`config.mk`:
```
export PLATFORM = sky130hd
export DESIGN_NAME = relu_maxpool_flat
export DESIGN_NICKNAME = d
export VERILOG_FILES = /design/src/rtl/relu_maxpool_pkg.sv /design/src/rtl/relu_maxpool_if.sv /design/src/rtl/relu_maxpool_pool_line_buffer.sv /design/src/rtl/relu_maxpool.sv /design/src/flat_wrapper.sv
export SDC_FILE = /design/constraint.sdc
export NUM_CORES = 1
export LEC_CHECK = 0
export ABC_AREA = 1
export BUFFER_PORTS_ARGS = -buffer_cell sky130_fd_sc_hd__buf_2
export CAP_MARGIN = 5
export CORE_MARGIN = 10
export CORE_UTILIZATION = 40
export CTS_CLUSTER_SIZE = 30
export DETAILED_ROUTE_END_ITERATION = 12
export GPL_TIMING_DRIVEN = 0
export SKIP_CTS_REPAIR_TIMING = 1
export SLEW_MARGIN = 40
export SYNTH_ARGS = -nofsm -noshare
export SYNTH_HDL_FRONTEND = slang
export SYNTH_HIERARCHICAL = 1
export SYNTH_SLANG_ARGS = --single-unit
```
`constraint.sdc`:
```
create_clock -name clk -period 6.29 [get_ports clk]
set_clock_uncertainty 0.15 [all_clocks]
set_input_delay 0.3145 -clock clk [delete_from_list [all_inputs] [get_ports clk]]
set_output_delay 0.3145 -clock clk [all_outputs]
set_load 0.005 [all_outputs]
```
`src/rtl/relu_maxpool_pkg.sv`:
```
// Shared types, saturation limits and requantisation helpers for the
// activation/pooling stage and later layers.
package relu_maxpool_pkg;

  localparam int unsigned ACC_W = 32;
  localparam int unsigned PIX_W = 16;

  typedef logic signed [ACC_W-1:0] acc_t;
  typedef logic signed [PIX_W-1:0] pix_t;

  localparam pix_t PIX_MAX = 16'sh7FFF;
  localparam pix_t PIX_MIN = 16'sh8000;

  // Arithmetic shift of the accumulator, then clamp into the 16-bit pixel range.
  function automatic pix_t requant_sat(input acc_t acc, input int unsigned shift);
    acc_t q;
    pix_t r;
    q = acc >>> shift;
    if (q > acc_t'(PIX_MAX)) begin
      r = PIX_MAX;
    end else if (q < acc_t'(PIX_MIN)) begin
      r = PIX_MIN;
    end else begin
      r = pix_t'(q);
    end
    return r;
  endfunction

  function automatic pix_t pix_max(input pix_t a, input pix_t b);
    return (a > b) ? a : b;
  endfunction

endpackage

```
`src/rtl/relu_maxpool_if.sv`:
```
// Pixel-in / memory-write-out bundle of the relu_maxpool stage.
interface relu_maxpool_if import relu_maxpool_pkg::*; #(
  parameter int unsigned ADDR_W = 14
) ();

  logic [ADDR_W-1:0] base_result_addr;
  logic              pix_valid;
  acc_t              pix_in;
  logic              wr_en;
  logic [ADDR_W-1:0] wr_addr;
  pix_t              wr_data;
  logic              frame_done;

  modport master (
    output base_result_addr, pix_valid, pix_in,
    input  wr_en, wr_addr, wr_data, frame_done
  );

  modport slave (
    input  base_result_addr, pix_valid, pix_in,
    output wr_en, wr_addr, wr_data, frame_done
  );

endinterface

```
`src/rtl/relu_maxpool_pool_line_buffer.sv`:
```
// Holds the horizontal pair maxima of the even row until the odd row arrives.
// Synchronous write, combinational read, cleared on reset.
module pool_line_buffer import relu_maxpool_pkg::*; #(
  parameter int unsigned DEPTH = 23,
  parameter int unsigned IDX_W = 5
) (
  input  logic             clk,
  input  logic             rst,
  input  logic             wr_en,
  input  logic [IDX_W-1:0] wr_idx,
  input  pix_t             wr_data,
  input  logic [IDX_W-1:0] rd_idx,
  output pix_t             rd_data
);

  pix_t mem [DEPTH];

  always_ff @(posedge clk) begin
    if (rst) begin
      for (int unsigned i = 0; i < DEPTH; i++) begin
        mem[IDX_W'(i)] <= '0;
      end
    end else if (wr_en && (32'(wr_idx) < DEPTH)) begin
      mem[wr_idx] <= wr_data;
    end
  end

  assign rd_data = (32'(rd_idx) < DEPTH) ? mem[rd_idx] : '0;

endmodule

```
`src/rtl/relu_maxpool.sv`:
```
// Requantise + optional ReLU + streaming 2x2 max-pool with pooled-map writes.
// Define RELU_MAXPOOL_RELU_EN to clamp negative activations to zero.
module relu_maxpool import relu_maxpool_pkg::*; #(
  parameter int unsigned IMG_SIZE   = 46,
  parameter int unsigned FRAC_SHIFT = 8,
  parameter int unsigned ADDR_W     = 14
) (
  input  logic           clk,
  input  logic           rst,
  relu_maxpool_if.slave  io
);

  localparam int unsigned P      = IMG_SIZE / 2;
  localparam int unsigned NPOOL  = P * P;
  localparam int unsigned CNT_W  = (IMG_SIZE > 2) ? $clog2(IMG_SIZE) : 1;
  localparam int unsigned IDX_W  = (P > 1) ? $clog2(P) : 1;
  localparam int unsigned POOL_W = (NPOOL > 1) ? $clog2(NPOOL) : 1;

  logic [CNT_W-1:0]  row, col;
  logic [POOL_W-1:0] pool_idx;
  logic [ADDR_W-1:0] base_q;
  pix_t              held;

  pix_t              act, pair_max, lb_rd, win_max;
  logic [IDX_W-1:0]  lb_idx;
  logic              lb_we, at_origin, col_last, row_last, pool_last, win_done;

  logic              wr_en_q, frame_done_q;
  logic [ADDR_W-1:0] wr_addr_q;
  pix_t              wr_data_q;

  always_comb begin
    act = requant_sat(io.pix_in, FRAC_SHIFT);
`ifdef RELU_MAXPOOL_RELU_EN
    if (act[PIX_W-1]) act = '0;
`endif
    pair_max  = pix_max(held, act);
    win_max   = pix_max(pair_max, lb_rd);
    lb_idx    = IDX_W'(col >> 1);
    lb_we     = io.pix_valid && col[0] && !row[0];
    win_done  = col[0] && row[0];
    at_origin = (row == '0) && (col == '0);
    col_last  = (col == CNT_W'(IMG_SIZE - 1));
    row_last  = (row == CNT_W'(IMG_SIZE - 1));
    pool_last = (pool_idx == POOL_W'(NPOOL - 1));
  end

  pool_line_buffer #(
    .DEPTH (P),
    .IDX_W (IDX_W)
  ) u_line_buffer (
    .clk     (clk),
    .rst     (rst),
    .wr_en   (lb_we),
    .wr_idx  (lb_idx),
    .wr_data (pair_max),
    .rd_idx  (lb_idx),
    .rd_data (lb_rd)
  );

  // Odd sizes need no special casing: the trailing even row/col never hits win_done.
  always_ff @(posedge clk) begin
    if (rst) begin
      row          <= '0;
      col          <= '0;
      pool_idx     <= '0;
      base_q       <= '0;
      held         <= '0;
      wr_en_q      <= 1'b0;
      frame_done_q <= 1'b0;
      wr_addr_q    <= '0;
      wr_data_q    <= '0;
    end else begin
      wr_en_q      <= 1'b0;
      frame_done_q <= 1'b0;
      if (io.pix_valid) begin
        if (at_origin) base_q <= io.base_result_addr;
        if (!col[0]) held <= act;
        if (col_last) begin
          col <= '0;
          row <= row_last ? '0 : row + 1'b1;
        end else begin
          col <= col + 1'b1;
        end
        if (win_done) begin
          wr_en_q      <= 1'b1;
          wr_data_q    <= win_max;
          wr_addr_q    <= base_q + ADDR_W'(pool_idx);
          frame_done_q <= pool_last;
          pool_idx     <= pool_last ? '0 : pool_idx + 1'b1;
        end
      end
    end
  end

  assign io.wr_en      = wr_en_q;
  assign io.wr_addr    = wr_addr_q;
  assign io.wr_data    = wr_data_q;
  assign io.frame_done = frame_done_q;

endmodule

```
`src/flat_wrapper.sv`:
```
// flat-port wrapper written by rule: the top's interface ports become plain ports
module relu_maxpool_flat import relu_maxpool_pkg::*;
#(
  parameter int unsigned IMG_SIZE   = 46,
  parameter int unsigned FRAC_SHIFT = 8,
  parameter int unsigned ADDR_W     = 14
)
  (clk, rst, io_base_result_addr, io_pix_valid, io_pix_in, io_wr_en, io_wr_addr, io_wr_data, io_frame_done);
  relu_maxpool_if #(.ADDR_W(ADDR_W)) io_i ();
  input  logic clk;
  input  logic rst;
  input wire logic [$bits(io_i.base_result_addr)-1:0] io_base_result_addr;
  input wire logic [$bits(io_i.pix_valid)-1:0] io_pix_valid;
  input wire logic [$bits(io_i.pix_in)-1:0] io_pix_in;
  output wire logic [$bits(io_i.wr_en)-1:0] io_wr_en;
  output wire logic [$bits(io_i.wr_addr)-1:0] io_wr_addr;
  output wire logic [$bits(io_i.wr_data)-1:0] io_wr_data;
  output wire logic [$bits(io_i.frame_done)-1:0] io_frame_done;
  assign io_i.base_result_addr = io_base_result_addr;
  assign io_i.pix_valid = io_pix_valid;
  assign io_i.pix_in = io_pix_in;
  assign io_wr_en = io_i.wr_en;
  assign io_wr_addr = io_i.wr_addr;
  assign io_wr_data = io_i.wr_data;
  assign io_frame_done = io_i.frame_done;
  relu_maxpool #(.IMG_SIZE(IMG_SIZE), .FRAC_SHIFT(FRAC_SHIFT), .ADDR_W(ADDR_W)) u_core (.clk(clk), .rst(rst), .io(io_i));
endmodule
```
Yosys cells after proc, flatten, opt, wreduce, memory -nomap -nowiden
Memory sizes are Yosys's and may differ from the RTL's. A register that Yosys moved wholly into a read port is not among the register bits. Index checks and enable logic that the tools add are counted. W data, S select, Z words.

Latch bits: 0. Input bits: 49. Memory bits (writable): 368. Flip-flop bits (word level): 84. ROM bits: 0. Memories: 1. Word-level logic and storage cells: 59.

Add/sub/neg operators: 4. Divide/modulo/power cells: 0. Bitwise operators: 3. Multiply operators: 0. Reductions and logical operators: 15. Shift operators: 0. Mux-type cells: 19. $lt $le $gt $ge: 5. Eq/ne operators: 3.

Memories: u_core.u_line_buffer.mem (depth 23, width 16, rd ports 1, clocked after memory_dff 1, write ports 23, RTL line relu_maxpool_pool_line_buffer.sv:16) `pix_t mem [DEPTH];`.

Operators with widths (count): $mux W16 (6); $gt A16 B16 Y1 (2); $gt A24 B16 Y1 const B (1); $lt A24 B16 Y1 const B (1); $reduce_or A16 Y1 (1); $mux W5 (3); $add A14 B10 Y14 (1); $add A6 B1 Y6 const B (2); $eq A6 B6 Y1 const B (2); $logic_not A6 Y1 (2); $mux W6 (2); $add A10 B1 Y10 const B (1); $eq A10 B10 Y1 const B (1); $mux W10 (1); $reduce_and A2 Y1 (4); $mux W1 (7); $logic_and A1 B1 Y1 (5); $lt A5 B5 Y1 const B (1); $not A1 Y1 (3); $reduce_or A3 Y1 (1); $reduce_or A2 Y1 (1); $logic_not A1 Y1 (1).

Logic depth before layout (Yosys ltp)
Depth in word-level cells: 8. Mapped depth: 36.

Hierarchy
Netlist, hierarchy kept.

Modules (own cells, without submodules): pool_line_buffer (area each 18337.6 µm², sequential area each 11531.1 µm², instances 1, cells an instance 2012); relu_maxpool (area each 5286.3 µm², sequential area each 1681.6 µm², instances 1, cells an instance 750).

Worst setup path after synthesis
OpenSTA, ideal clock, no wires.

Kind: input-to-reg. Start point: input io_pix_in[25]. End point: register u_core.wr_data_q[13] (netlist: u_core/io.wr_data[13]). Cell stages on the path: 31. Setup time: 0.138 ns. Path slack: 1.684 ns. Arrival time: 4.319 ns. Data required time: 6.002 ns. Buffers on the path: 3. Path through: nor2_1 > nand2_1 > o21ai_4 > inv_1 > clkbuf_1 > o21ai_0 > ha_1 > a21oi_1 > nor2_1 > a211oi_1 > o21ai_0 > a21oi_1 > nand3_1 > nand2_4 > nand2_4 > buf_12 > nand2_2 > nand2_1 > ha_1 > nand2_1 > o21ai_0 > nand4_1 > a31oi_1 > nor2_1 > o21ai_0 > nand2_1 > clkinv_1 > buf_1 > nand3_1 > nand2_1 > a21oi_2.

Word-level cells in the longest chain between the ends: 7. Elaborated cells on any way between the ends: 8.

Ends and longest elaborated chain: from (decl) (RTL line flat_wrapper.sv:14) `input wire logic [$bits(io_i.pix_in)-1:0] io_pix_in;`; $lt A24 B16 Y1 (RTL line relu_maxpool_pkg.sv:21) `end else if (q < acc_t'(PIX_MIN)) begin`; $mux W16 (RTL line relu_maxpool_pkg.sv:21); $mux W16 * (RTL line relu_maxpool_pkg.sv:19) `if (q > acc_t'(PIX_MAX)) begin`; $gt A16 B16 Y1 (RTL line relu_maxpool_pkg.sv:30) `return (a > b) ? a : b;`; $mux W16 * (RTL line relu_maxpool_pkg.sv:30); named net u_core.pair_max[3] (RTL line relu_maxpool.sv:24) `pix_t act, pair_max, lb_rd, win_max;`; $gt A16 B16 Y1 * (RTL line relu_maxpool_pkg.sv:30); $mux W16 * (RTL line relu_maxpool_pkg.sv:30); to (signal assigned) (RTL line relu_maxpool.sv:87) `wr_data_q <= win_max;`; to (decl) (RTL line relu_maxpool.sv:30) `pix_t wr_data_q;`.

The timed path passes the listed nets; every way through them passes the cells marked *. A chain may end at the register's enable or synchronous reset.

Worst setup path in the final report
Start point: input io_pix_in[31]. End point: register u_core.wr_data_q[2] (netlist: u_core/io.wr_data[2]).

Same word-level chain as after synthesis.

==> flow_metrics.py <==
metrics = {
    "global_routing": {
        "top_usage_layer": "met2",
        "grt_usage": 0.2026,
        "grt_pass1_wl_um": 108500,
        "grt_max_degree": 17,
        "antenna_found_initial": 0,
        "grt_util_met1": 0.2512,
        "met2_usage": 0.3425,
        "grt-ovfl-total": 0,
        "gr-usage-met3": 0.03244,
        "grt_pass1_vias": 18520,
    },
    "drt": {
        "vias": 18970,
        "ant_nets": 0,
        "drtPass1Iterations": 6,
        "post_drt_wl_per_cell_um": 19.17,
        "drc_errors": 0,
        "dr.first_iter.drc_count": 1561,
        "wirelength_um": 71620,
        "vias_per_cell": 5.077,
    },
    "run": {
        "cap_violations": 0,
    },
    "timing": {
        "fin_crit_sh": 0.9008,
        "tns_ns": 0,
        "slew_headroom": 0.4261,
        "tightest_slew_ns": 0.8609,
        "setup_violations": 0,
        "hold_violations": 0,
        "timing.final.ws_setup_ns": 0.6239,
        "drv_slew": 0,
        "grt_setup_unrepaired": "no",
        "fmax_mhz": 176.5,
        "period_minus_slack_ns": 5.666,
    },
    "floorplanning": {
        "core_area_mm2": 0.05880,
        "core.rowCount": 89,
        "start_util": 0.4018,
        "die_x_um": 263.0,
        "pin_count": 81,
        "die_area_mm2": 0.06918,
        "die_h_um": 263.0,
    },
    "placed_design": {
        "dp_hpwl_um": 53810,
        "dp_slack_ns": 0.4734,
        "routabilityCongestion": 0.9753,
        "portBuffers": 72,
    },
    "synthesis": {
        "synth.most_common_cell": "nand2_1",
        "synth_top_area_share": 0.4881,
        "async_flop_share": 0,
        "ys_seq_elements": 468,
        "synthesis.area_mm2": 0.02362,
        "synthesis.instances": 2762,
        "synth_edf_count": 384,
        "synth_area_leaders": "edfxtp_1 (49%), nand2_1 (8.9%), nor2_1 (8.4%)",
        "synth_top_area_cell": "edfxtp_1",
        "synth_ff_type": "edfxtp_1",
        "synthTopCellsByCount": "nand2_1 (560), nor2_1 (528), inv_1 (392), edfxtp_1 (384), nand3_1 (233)",
        "synth_cell_type_count": 45,
        "ys_warn_count": 6,
        "post_synth.cell_area_avg_um2": 8.553,
        "ys_seq_area_frac": 0.5593,
    },
    "cells_and_area": {
        "antennaDiodeCount": 0,
        "fill_cells": 5667,
        "syn2layout_area_growth_pct": 13.74,
        "drive_gt1_frac": 0.09484,
        "final_nets": 3019,
    },
    "cts": {
        "cts_tree": "done",
        "cts_max_level": 2,
        "cts_buffer_depth": 3,
        "insertion_delay_ns": 0.61,
        "numCtsBuffers": 52,
        "cts_root_buf": "clkbuf_16",
        "clk_pin_slew_ns": 0.06,
        "numClockSinks": 468,
    },
    "critical_path": {
        "worstSetupStartpointType": "input pin",
        "cp_max_fo": 10,
        "slowest_delay_ns": 0.52,
        "crit_type": "in -> reg",
        "required_ns": 6.60,
        "end_kind": "flop",
        "slowest_stage": "dlygate4sd3_1",
        "arrival_ns": 5.98,
    },
    "power": {
        "p_leak_nw": 11.62,
        "ir_worst_vdd_v": 0.0001818,
        "power_density_mw_per_mm2": 281.4,
    },
    "run_status": {
        "status": "finished clean",
    },
    "hold_path": {
        "hp-class": "in -> reg",
    },
}
[sequential cells by signal, summed over array words and instances, names as in the netlist]
register,flops
u_core/held,16
u_core/col,6
u_core/io.wr_en,1
u_core/pool_idx,10
u_core/u_line_buffer/mem,384
u_core/io.wr_data,16
u_core/io.wr_addr,14
u_core/row,6
u_core/base_q,14
u_core/io.frame_done,1
[per-layer routing]
metal | routed length [um] | vias to the layer above
met5 | 0 | -
met3 | 4556 | 147
met2 | 34180 | 641
li1 | - | 9193
met1 | 29510 | 8988
met4 | 3380 | 0
[worst paths after layout]
path | start | cells past startpoint | slack (ns) | end
max | io_pix_in[31] | 32 | 0.62 | u_core/io.wr_data[2]
min | io_pix_in[8] | 5 | 0.006 | u_core/held[0]
max reg2reg | u_core/col[1] | 23 | 0.95 | u_core/io.wr_data[2]
min reg2reg | u_core/io.wr_data[11] | 2 | 0.32 | u_core/io.wr_data[11]
[placed cells by master (no fill, tap or decap), types with 7 or more instances in the layout]
cell           synthesis  final
nand2_1              560    559
nor2_1               528    528
inv_1                392    392
edfxtp_1             384    384
nand3_1              233    233
o21ai_0              109    109
buf_2                 35    107
clkbuf_1              88     85
dfxtp_1               84     84
a21oi_1               76     76
clkbuf_16              0     53
ha_1                  48     48
o211ai_1              46     46
nand2_2               34     35
buf_1                 21     21
a211oi_1              19     19
clkbuf_2               0     18
dlygate4sd3_1          0     17
conb_1                 1     16
nor3_1                15     15
clkinv_2               0     11
o21bai_1              10     10
buf_6                  9     10
clkinv_1               3      9
nand4_1                9      9
xor2_1                 9      9
a21oi_2                7      7
[report_power, final]
group / internal [mW] / switching [mW] / total (mW)
registers: 3.46 / 0.0431 / 3.51
clock network: 1.74 / 1.26 / 3.00
logic: 0.248 / 0.811 / 1.06
[cell families after synthesis]
| group | synth area share |
|---|---|
| AO/OA/AOI/OAI | 0.06800 |
| XOR/XNOR | 0.004078 |
| adder cells (fa/ha/maj) | 0.02627 |
| buffers and inverters | 0.09454 |
| flip-flops | 0.5593 |
| other | 0.0001587 |
| AND/OR/NAND/NOR | 0.2477 |
[metrics by stage]
stage	util	std cells	hold slack (ns)	instance area, um2	power (mW)
after floorplan	-	2777	0.3022	23680	4.166
after global placement	0.4253	3622	0.3063	25010	4.585
after detailed placement	0.4259	3623	0.3116	25040	4.608
after CTS	0.4541	3719	-0.2203	26700	7.597
after global routing	0.4570	3736	0.03524	26870	7.860
final	0.4570	3736	0.005673	26870	7.561
[worst max-delay path, delay by kind of cell]
family	cells	cell delay (ns)
AOI/OAI and AO/OA	10	1.54
buffers and inverters	8	2.05
and+or+nand+nor	12	1.33
adders and majority gates	2	0.73
[cell type report]
type                       count  area, um2  share of cell area
timing repair buffer          90      541.8             0.02016
multi-input combinational   1752       8237              0.3065
buffer                       158      758.2             0.02822
inverter                     399       1498             0.05574
clock inverter                25      239.0            0.008894
clock buffer                  71       1418             0.05276
sequential                   468      13210              0.4917
tap                          773      967.2             0.03599
Power figures use the tool's default switching activity.
